[config.mk]
export PLATFORM = sky130hd
export DESIGN_NAME = accum_adder_tree
export DESIGN_NICKNAME = d
export VERILOG_FILES = /design/src/rtl/accum_adder_tree.sv
export SDC_FILE = /design/constraint.sdc
export NUM_CORES = 1
export LEC_CHECK = 0
export ABC_AREA = 1
export BUFFER_PORTS_ARGS = -buffer_cell sky130_fd_sc_hd__buf_2
export CAP_MARGIN = 20
export CORE_MARGIN = 10
export CORE_UTILIZATION = 50
export DETAILED_ROUTE_END_ITERATION = 10
export PLACE_DENSITY = 0.74
export SLEW_MARGIN = 5
export SYNTH_ARGS = -nofsm -noshare
export SYNTH_HDL_FRONTEND = slang
export SYNTH_SLANG_ARGS = --single-unit
[constraint.sdc]
create_clock -name clk -period 5.9 [get_ports clk]
set_input_delay 0.295 -clock clk [delete_from_list [all_inputs] [get_ports clk]]
set_output_delay 0.295 -clock clk [all_outputs]
set_load 0.005 [all_outputs]
[src/rtl/accum_adder_tree.sv]
// Pipelined signed adder tree feeding a multi-beat accumulator; one result pulse per last beat.
// Optional macro ACCUM_ADDER_TREE_SAT_EN selects saturating accumulation with a sticky overflow flag.
module accum_adder_tree #(
   parameter int DATA_WIDTH  = 16,
   parameter int NUM_INPUTS  = 27,
   parameter int PIPE_STRIDE = 2,
   parameter int ACC_WIDTH   = 32
) (
   input  logic                                 clk,
   input  logic                                 rst_n,
   input  logic [DATA_WIDTH*NUM_INPUTS-1:0]     i_data,
   input  logic                                 i_valid,
   input  logic                                 i_last,
   output logic signed [ACC_WIDTH-1:0]          o_data,
   output logic                                 o_valid,
   output logic                                 o_overflow
);

   localparam int L   = $clog2(NUM_INPUTS);
   localparam int T   = (L + PIPE_STRIDE - 1) / PIPE_STRIDE - 1;
   localparam int TA  = (T > 0) ? T : 1;
   localparam int SW  = DATA_WIDTH + L;
   localparam int AW1 = ACC_WIDTH + 1;

   // Nodes are held at the final tree width; layer k sums always fit in DATA_WIDTH+k+1 bits.
   typedef logic signed [SW-1:0] node_t;

   node_t         pin [0:TA-1][0:NUM_INPUTS];
   node_t         pq  [0:TA-1][0:NUM_INPUTS];
   node_t         tree_sum;
   logic [TA-1:0] sv;
   logic [TA-1:0] sl;
   logic [TA-1:0] en;
   logic          t_valid;
   logic          t_last;

   always_comb begin : tree
      node_t cur [0:NUM_INPUTS];
      node_t nxt [0:NUM_INPUTS];
      int    n;
      int    r;
      for (int j = 0; j <= NUM_INPUTS; j++) begin
         cur[j] = '0;
         nxt[j] = '0;
      end
      for (int s = 0; s < TA; s++) begin
         for (int j = 0; j <= NUM_INPUTS; j++) begin
            pin[s][j] = '0;
         end
      end
      for (int j = 0; j < NUM_INPUTS; j++) begin
         cur[j] = {{L{i_data[(j+1)*DATA_WIDTH-1]}}, i_data[j*DATA_WIDTH +: DATA_WIDTH]};
      end
      n = NUM_INPUTS;
      r = 0;
      for (int k = 0; k < L; k++) begin
         for (int j = 0; j <= NUM_INPUTS; j++) begin
            nxt[j] = '0;
         end
         // Pairwise sums; an odd leftover operand passes straight through.
         for (int i = 0; i < (NUM_INPUTS + 1) / 2; i++) begin
            if (2 * i + 1 < n) begin
               nxt[i] = cur[2*i] + cur[2*i+1];
            end else if (2 * i < n) begin
               nxt[i] = cur[2*i];
            end
         end
         n = (n + 1) / 2;
         if (((k + 1) % PIPE_STRIDE) == 0 && k != L - 1) begin
            pin[r] = nxt;
            cur    = pq[r];
            r      = r + 1;
         end else begin
            cur = nxt;
         end
      end
      tree_sum = cur[0];
   end

   always_comb begin
      en    = '0;
      en[0] = i_valid;
      for (int s = 1; s < TA; s++) begin
         en[s] = sv[s-1];
      end
   end

   // Data registers carry no reset; they only ever load alongside a valid stage bit.
   always_ff @(posedge clk) begin
      for (int s = 0; s < T; s++) begin
         if (en[s]) begin
            pq[s] <= pin[s];
         end
      end
   end

   always_ff @(posedge clk or negedge rst_n) begin
      if (!rst_n) begin
         sv <= '0;
         sl <= '0;
      end else begin
         sv[0] <= i_valid;
         sl[0] <= i_valid & i_last;
         for (int s = 1; s < TA; s++) begin
            sv[s] <= sv[s-1];
            sl[s] <= sl[s-1];
         end
      end
   end

   // A beat is qualified by valid alone: i_last and i_data mean nothing while valid is low.
   assign t_valid = (T == 0) ? i_valid : sv[TA-1];
   assign t_last  = (T == 0) ? (i_valid & i_last) : sl[TA-1];

   logic signed [AW1-1:0]       tree_ext;
   logic signed [AW1-1:0]       addend;
   logic signed [AW1-1:0]       sum_ext;
   logic signed [ACC_WIDTH-1:0] acc;
   logic signed [ACC_WIDTH-1:0] result;
   logic                        first;

   assign tree_ext = {{(AW1-SW){tree_sum[SW-1]}}, tree_sum};
   assign addend   = first ? '0 : {acc[ACC_WIDTH-1], acc};
   assign sum_ext  = tree_ext + addend;

`ifdef ACCUM_ADDER_TREE_SAT_EN
   logic clamp;
   logic ovf;
   logic ovf_now;

   always_comb begin
      clamp  = 1'b0;
      result = sum_ext[ACC_WIDTH-1:0];
      if (sum_ext[AW1-1] != sum_ext[AW1-2]) begin
         clamp  = 1'b1;
         result = sum_ext[AW1-1] ? {1'b1, {(ACC_WIDTH-1){1'b0}}}
                                 : {1'b0, {(ACC_WIDTH-1){1'b1}}};
      end
   end

   assign ovf_now = (ovf & ~first) | clamp;

   always_ff @(posedge clk or negedge rst_n) begin
      if (!rst_n) begin
         ovf        <= 1'b0;
         o_overflow <= 1'b0;
      end else if (t_valid) begin
         ovf <= t_last ? 1'b0 : ovf_now;
         if (t_last) begin
            o_overflow <= ovf_now;
         end
      end
   end
`else
   assign result     = sum_ext[ACC_WIDTH-1:0];
   assign o_overflow = 1'b0;
`endif

   always_ff @(posedge clk or negedge rst_n) begin
      if (!rst_n) begin
         acc     <= '0;
         first   <= 1'b1;
         o_data  <= '0;
         o_valid <= 1'b0;
      end else begin
         o_valid <= t_valid & t_last;
         if (t_valid) begin
            acc   <= result;
            first <= t_last;
            if (t_last) begin
               o_data <= result;
            end
         end
      end
   end

endmodule

### Word level (Yosys, flattened, before mapping)

Memories as Yosys holds them, arrays and structs flattened.
Cells that the tools add are included.

| word-level totals | value |
|---|---|
| RAM bits | 294 |
| output and inout bits | 34 |
| word-level logic and storage cells | 42 |
| bits of input ports | 436 |
| memories | 1 |
| register bits after elaboration | 70 |

| operators by class | value |
|---|---|
| reductions and logical operators | 1 |
| add/subtract/negate cells | 27 |
| muxes and demuxes | 5 |
| bitwise operators | 2 |

Memory list:

| memory | words | width | read ports | clocked after Yosys merged registers in | wr ports | RTL line | source |
|---|---|---|---|---|---|---|---|
| pq | 2 | 147 | 2 | 0 | 2 | 29 | `node_t pq [0:TA-1][0:NUM_INPUTS];` |

Operators with widths:

| operator | count |
|---|---|
| adder 16 x 16 -> 17 bit | 13 |
| adder 21 bit | 6 |
| adder 17 x 17 -> 18 bit | 6 |
| adder 21 x 32 -> 32 bit | 1 |
| 2-to-1 mux 32 bit | 1 |
| adder 17 x 16 -> 18 bit | 1 |
| 2-to-1 mux 1 bit | 4 |
| bitwise AND 1 bit | 2 |
| AND reduction 2 bit | 1 |

### Longest topological paths before layout

Gate-level depths: netlist of the first run.
An unclocked memory read counts as a cell.

| depth | value |
|---|---|
| depth in word-level cells | 3 |
| mapped depth | 27 |
| depth with buffers taken out | 27 |

### Least setup slack after synthesis of the first run

No wires, ideal clock.

| path | value |
|---|---|
| path kind | register -> register |
| from | mem pq[0][254] (netlist name) |
| to | reg acc[29] |
| buffers on the path | 0 |
| data required time | 5.783 ns |
| clock period less this slack | 3.987 ns |
| library setup time | 0.117 ns |
| setup slack | 1.913 ns |
| arrival time | 3.869 ns |
| stages on the path, launching flop included | 26 |
| path through | edfxtp_1 ha_1 a21oi_1 nand2_1 a21oi_1 o21ai_1 a21boi_0 o21ai_1 a21boi_0 o21ai_1 nand3_1 nand2_1 nand2_1 nand2_1 ha_1 nand2_1 nor3_1 nand2_1 o311ai_0 nand3_1 nand3_2 nand2_1 nand2_1 nand2_1 nand3_1 nand2_1 |

RTL lines:

| element | RTL line | source |
|---|---|---|
| start: declaration | 29 |  |
| end signal: assignment | 168 | `acc <= result;` |
| end: declaration | 118 | `logic signed [ACC_WIDTH-1:0] acc;` |

==> results of run 1 <==
==> per-stage QoR <==
step                setup slack [ns]   util  hold slack (ns)
global placement                1.32  0.574            0.335
global route                   0.697  0.598           0.0310
finish                          1.21  0.598           0.0438
CTS                             1.21  0.598          0.00814
floorplan                       1.91      -        -0.000591
detailed placement              1.24  0.574            0.343
==> layout make-up <==
class                   count  area, sq um
repair buffers            474         2390
flip-flops and latches    238         6800
clock buffers              34          768
fillers                  3871        17700
clock inverters            17          245
multi-input cells        1699        14600
well taps                 592          741
inverters                 225          845
==> registers in the layout (all words and copies together), names as in the netlist <==
signal   flops
o_valid      1
o_data      32
first        1
sl           2
pq         168
acc         32
sv           2
==> metal layers <==
layer / vias up / part of all wire / wire length, microns
met3: 84 / 0.047 / 2750
li1: 8335 / - / -
met5: - / 0 / 0
met4: 0 / 0.023 / 1370
met1: 8130 / 0.42 / 24600
met2: 442 / 0.51 / 30100
==> kinds of logic after synthesis <==
| logic type | share of synthesized area |
|---|---|
| xor gates and xnor gates | 0.0719 |
| buffers and inverters | 0.0412 |
| adders and majority gates | 0.361 |
| DFF | 0.305 |
| and+or+nand+nor | 0.116 |
| other | 0.000168 |
| AOI/OAI and AO/OA | 0.106 |
==> cells in the final DEF, fill, tap and decap left out, drive strengths merged, types with 69 or more instances in the layout <==
cell type	Yosys	final
fa	273	273
buf	3	472
inv	225	228
o21ai	140	140
nand3	83	83
a21oi	197	197
dfrtp	69	69
nor2	111	111
ha	206	206
xor2	118	118
edfxtp	168	168
nand2	379	379
==> worst max-delay path, cell delays in order (launching register included) <==
cell,delay [ns]
edfxtp_1,0.37
ha_1,0.36
a21oi_1,0.17
nand2_1,0.12
a21oi_1,0.24
o21ai_1,0.13
a21boi_0,0.31
o21ai_1,0.13
a21boi_0,0.28
o21ai_1,0.13
nand3_1,0.11
nand2_1,0.06
nand2_1,0.06
nand2_1,0.05
ha_1,0.35
nand2_1,0.12
nor2_1,0.11
inv_1,0.07
o311ai_0,0.70
nand2_1,0.22
nand2_2,0.15
nand2_1,0.08
nand2_1,0.06
nand2_1,0.06
nand3_1,0.07
nand2_1,0.06
==> path summary, 6_finish.rpt <==
| kind | slack (ns) | startpoint | end | cells past startpoint |
|---|---|---|---|---|
| setup / recovery | 1.21 | pq[0][254] | o_data[30] | 25 |
| hold / removal | 0.04 | i_data[368] | pq[0][21] | 2 |
| setup reg to reg | 1.21 | pq[0][254] | o_data[30] | 25 |
| hold reg to reg | 0.36 | sl[0] | sl[1] | 0 |
| max in group asynchronous | 4.77 | rst_n | sv[0] | 3 |
| min in group asynchronous | 0.50 | rst_n | acc[4] | 3 |
==> results.json, run 1 <==
{
  "rsz0062_at_grt": "no",
  "run_status": "complete, no violations",
  "fin_setup_tns_ns": 0,
  "grt_overflow_total": 0,
  "synth_cell_type_count": 48,
  "ys.warnings.count": 0,
  "drv_slew": 0,
  "drc_errors": 0,
  "design_area_sq_um": 26400,
  "grt_use_met1": 0.274,
  "number_of_antenna_violations_at_the_first_check_in_global_routing": 0,
  "routed_via_density": 5.18,
  "fraction_of_final_layout_cells_sized_beyond_drive_strength_1": 0.207,
  "worst_hold_path_type": "in2reg",
  "synthMostInstantiatedCell": "nand2_1",
  "vias_in_the_first_global_route": 18643,
  "floorplan.die.width_microns": 231,
  "async_flop_share": 0.294,
  "netlist.area_leader.share": 0.245,
  "fmaxAchievable_mhz": 213,
  "place_area_sq_um": 25300,
  "dieHeight_microns": 231,
  "grt_most_used_layer": "met2",
  "synth_edf_count": 168,
  "fp-row-count": 77,
  "tcrit_tclk_final": 0.795,
  "met2_use_gr": 0.390,
  "post_cts_resize_count": 0,
  "place.detailed.instances": 3226,
  "groute.usage.overall": 0.219,
  "gpl.final_weighted_congestion": 0.906,
  "postSynthRegisterBits": 238,
  "critical_path_peak_fanout": 4,
  "clk_root_buf": "clkbuf_16",
  "synth_area_sq_um": 22300,
  "report.final.setup_viol": 0,
  "critical_path_required_ns": 6.34,
  "route.vias.total": 16991,
  "layout.nets": 3581,
  "htree_depth": 1,
  "firstDrtPassIters": 5,
  "cts_inserted_buffers": 28,
  "arrival_ns": 5.13,
  "post_drt_wl_per_cell_microns": 17.9,
  "syn-num-nets": 3095,
  "cts_post_setup_buffers_inserted": 0,
  "netlist.top_cell.by_area": "fa_1",
  "cp-end-kind": "flip-flop",
  "finalHoldViolations": 0,
  "worst_skew_pair.late_latency_ns": 0.56,
  "cell_types_occupying_the_most_area_after_synthesis": "fa_1, edfxtp_1, ha_1",
  "critPathLaunchType": "flip-flop",
  "tritoncts": "yes",
  "most_used_flip_flop_cell_after_synthesis": "edfxtp_1",
  "grt.met3_usage": 0.0324,
  "cts.clk_slew.worst_paths_ns": 0.06,
  "period_minus_slack_ns": 4.69,
  "drt_iter0_drc": 940,
  "floorplan.die_area_sq_um": 53500,
  "syn_avg_cell_area_sq_um": 10.2,
  "routed_wl_mm": 58.7,
  "timing_worst_setup_path_type": "reg2reg",
  "clock_tree.buffer_depth": 3,
  "max_cap_violations": 0,
  "area_growth_synth_to_finish_pct": 18.3,
  "clock_sink_count": 238,
  "dp_hpwl_mm": 50.7,
  "final-instance-count-excl-fill": 3279,
  "max_slew.worst_pin.slew_ns": 0.970,
  "core-area_sq_um": 44100,
  "ctsHoldBuffers": 2,
  "grt_max_degree": 77,
  "floorplan.initialDensity": 0.505,
  "first_pass_grt_wire_length_mm": 94.8,
  "yosys-top-cells-count": "nand2_1, fa_1, inv_1, ha_1, a21oi_1",
  "worst_slew_margin_rel": 0.354,
  "drt.antenna.violating_nets": 0,
  "boundaryPins": 470,
  "synth_cells": 2180,
  "count_of_input_and_output_buffers": 468,
  "worst_clock_skew_ns": 0.0128,
  "antenna_cell_count": 0,
  "seq_area_frac_synth": 0.305
}
Power of run 1 is not shown: default switching activity piles up to over one toggle a cycle in this logic, so the estimate is an artifact.
==> run 2, diff against run 1 <==
--- a/config.mk
+++ b/config.mk
@@ -5,7 +5,7 @@
 export SDC_FILE = /design/constraint.sdc
 export NUM_CORES = 1
 export LEC_CHECK = 0
-export ABC_AREA = 1
+export ABC_AREA = 0
 export BUFFER_PORTS_ARGS = -buffer_cell sky130_fd_sc_hd__buf_2
 export CAP_MARGIN = 20
 export CORE_MARGIN = 10
==> constraint.sdc (replaced) <==
create_clock -name clk -period 4.65 [get_ports clk]
set_input_delay 0.2325 -clock clk [delete_from_list [all_inputs] [get_ports clk]]
set_output_delay 0.2325 -clock clk [all_outputs]
set_load 0.005 [all_outputs]
==> results.json, run 2 <==
{
  "run_status": "finished with violations",
  "floorplan.initialDensity": 0.507,
  "floorplan.die.width_microns": 229,
  "worst_slew_margin_rel": 0.332,
  "most_used_flip_flop_cell_after_synthesis": "edfxtp_1",
  "floorplan.die_area_sq_um": 52600,
  "synth_top_family_by_area": "adder cells",
  "drv_slew": 0,
  "tcrit_tclk_final": 1.03,
  "timing.hold.worst.start": "i_data[112]",
  "groute.usage.overall": 0.209,
  "cp-end-kind": "flip-flop",
  "largest_register_ffs": 168,
  "critPathLaunchType": "flip-flop",
  "period_minus_slack_ns": 4.77,
  "layout.cells.most_common_list": "buf_2, fa_1, ha_1",
  "core-area_sq_um": 43200,
  "vias_in_the_first_global_route": 17710,
  "number_of_antenna_violations_at_the_first_check_in_global_routing": 4,
  "grt_max_degree": 89,
  "grt_use_met1": 0.259,
  "drt.antenna.violating_nets": 0,
  "cpMaxStageDelayCell": "edfxtp_1",
  "report.final.setup_viol": 11,
  "firstDrtPassIters": 5,
  "fmaxAchievable_mhz": 210,
  "crit_top_cell": "a21oi_2",
  "post_synth_mux_area_share": 0.0250,
  "synth_cell_type_count": 80,
  "syn-num-nets": 2804,
  "biggestRegsByFlops": "pq x168, acc x32, o_data x32",
  "place.detailed.instances": 2982,
  "htree_depth": 1,
  "boundaryPins": 470,
  "setup.worst_path.start": "pq[0][253]",
  "worstHoldPathCells": 2,
  "synth_cells": 1889,
  "worst_hold_path_type": "in2reg",
  "synth-simple-area-share": 0.0858,
  "clk_root_buf": "clkbuf_16",
  "max_slew.worst_pin.slew_ns": 1.00,
  "gpl.final_weighted_congestion": 0.892,
  "area_growth_synth_to_finish_pct": 21.5,
  "final.hold.worst_slack_ns": 0.0190,
  "seq_area_frac_synth": 0.310,
  "yosys-top-cells-count": "fa_1, ha_1, edfxtp_1, inv_1, nor2_1",
  "rsz0062_at_grt": "yes",
  "grt_most_used_layer": "met2",
  "synth_xor_area_frac": 0.0640,
  "postLayoutCoreUtil": 0.617,
  "drc_errors": 0,
  "final-instance-count-excl-fill": 3053,
  "synthMostInstantiatedCell": "fa_1",
  "clock_tree.buffer_depth": 3,
  "critical_path_required_ns": 5.04,
  "met2_use_gr": 0.369,
  "critical_path_peak_fanout": 5,
  "ys.warnings.count": 0,
  "finalHoldViolations": 0,
  "critPathMaxStageDelay_ns": 0.40,
  "yosys.area_share.adder": 0.367,
  "timing_worst_setup_path_type": "reg2reg",
  "regToRegEndpoint": "acc[31]",
  "first_pass_grt_wire_length_mm": 89.5,
  "cts_inserted_buffers": 27,
  "worst_r2r_path_depth": 22,
  "layout.nets": 3360,
  "critical_path.top_delay_family": "compound AO/OA/AOI/OAI gates",
  "routed_via_density": 5.29,
  "fp-row-count": 76,
  "netlist.area_leader.share": 0.249,
  "worst_clock_skew_ns": 0.0224,
  "regToRegSetupSlack_ns": -0.12,
  "r2r-start": "pq[0][253]",
  "timing.final.ws_setup_ns": -0.121,
  "dieHeight_microns": 229,
  "synth_edf_count": 168,
  "worst_skew_pair.late_latency_ns": 0.54,
  "registers.top_by_ff_count": "pq",
  "grt.met3_usage": 0.0337,
  "fraction_of_final_layout_cells_sized_beyond_drive_strength_1": 0.281,
  "route.vias.total": 16152,
  "tritoncts": "yes",
  "synth_compound_gate_area_share": 0.120,
  "grt_overflow_total": 0,
  "count_of_input_and_output_buffers": 468,
  "drt_iter0_drc": 779,
  "cp_cell_sequence": "ha_1 -> a21o_1 -> a21oi_2 -> o21bai_1 -> a21oi_2 -> o21ai_2 -> a211oi_2 -> o21ai_2 -> a21oi_2 -> o21bai_1 -> xor2_1 -> ha_1 -> a21o_1 -> or3_4 -> o211ai_1 -> buf_4 -> a21oi_2 -> a311o_1 -> a21o_1 -> buf_4 -> a2111oi_2 -> a22oi_1",
  "post_drt_wl_per_cell_microns": 18.1,
  "cts.clk_slew.worst_paths_ns": 0.06,
  "worst_hold_path.endpoint": "pq[0][105]",
  "synth_area_sq_um": 21900,
  "netlist.top_cell.by_area": "fa_1",
  "max_cap_violations": 0,
  "layout.cells.most_common": "buf_2",
  "routed_wl_mm": 55.4,
  "dp_hpwl_mm": 47.1,
  "arrival_ns": 5.16,
  "async_flop_share": 0.294,
  "syn_avg_cell_area_sq_um": 11.6,
  "cell_types_occupying_the_most_area_after_synthesis": "fa_1, edfxtp_1, ha_1",
  "fin_setup_tns_ns": -0.515,
  "failing_checks": "setup timing",
  "buffers_plus_inverters_on_the_worst_setup_path": 2,
  "postSynthRegisterBits": 238,
  "clock_sink_count": 238
}
==> run 2: worst register-to-register path, stage by stage (launching register included) <==
cell and delay [ns]:
edfxtp_1 0.40, ha_1 0.31, a21o_1 0.17, a21oi_2 0.16, o21bai_1 0.09, a21oi_2 0.17
o21ai_2 0.11, a211oi_2 0.26, o21ai_2 0.10, a21oi_2 0.17, o21bai_1 0.09, xor2_1 0.15
ha_1 0.35, a21o_1 0.21, or3_4 0.34, o211ai_1 0.26, buf_4 0.17, a21oi_2 0.03
a311o_1 0.31, a21o_1 0.21, buf_4 0.15, a2111oi_2 0.29, a22oi_1 0.10
==> run 2: final cells by class <==
cell class              count  area (sq um)
diodes                      3          7.51
clock buffers              44           790
clock inverters             5          27.5
fillers                  3574         16500
inverters                 135           512
multi-input cells        1492         14800
flip-flops and latches    238          6800
well taps                 585           732
repair buffers            551          3000
==> run 2: logic make-up (layout without fill, tap and decap cells) <==
| kind of cell | count (synthesis) | in the layout |
|---|---|---|
| compound gates | 399 | 399 |
| xor+xnor | 160 | 160 |
| fa+ha+maj | 479 | 479 |
| buf+inv | 159 | 735 |
| flops | 238 | 238 |
| mux | 49 | 49 |
| other cells | 1 | 4 |
| simple gates | 404 | 404 |
==> run 2: repair_timing <==
action,CTS,global route
pin swaps,24,22
setup buffers,7,7
hold endpoints to repair,42,0
setup endpoints to repair,20,24
resized for setup,26,34
hold buffers,5,0
==> run 2: worst max-delay path by stage <==
| stage | depth (start not counted) | endpoint | slack [ns] |
|---|---|---|---|
| global route | 22 | o_data[27] | -0.34 |
| CTS | 22 | acc[29] | -0.01 |
| detailed placement | 23 | acc[29] | -0.43 |
| finish | 22 | acc[31] | -0.12 |
| global placement | 24 | o_data[30] | -0.27 |
| floorplan | 24 | o_data[30] | 0.0003 |
==> run 2: metal layers <==
metal	vias to the layer above	wire [microns]
li1	7766	-
met1	7930	22900
met2	370	28600
met3	86	2480
met4	0	1420
met5	-	0
==> run 2: through the flow <==
step / worst slack (ns) / instance area, sq um
floorplan: 0.000255 / 21900
global placement: -0.269 / 25400
detailed placement: -0.435 / 25400
CTS: -0.0128 / 26400
global route: -0.344 / 26600
finish: -0.121 / 26600
Power of run 2 is left out for the same reason.
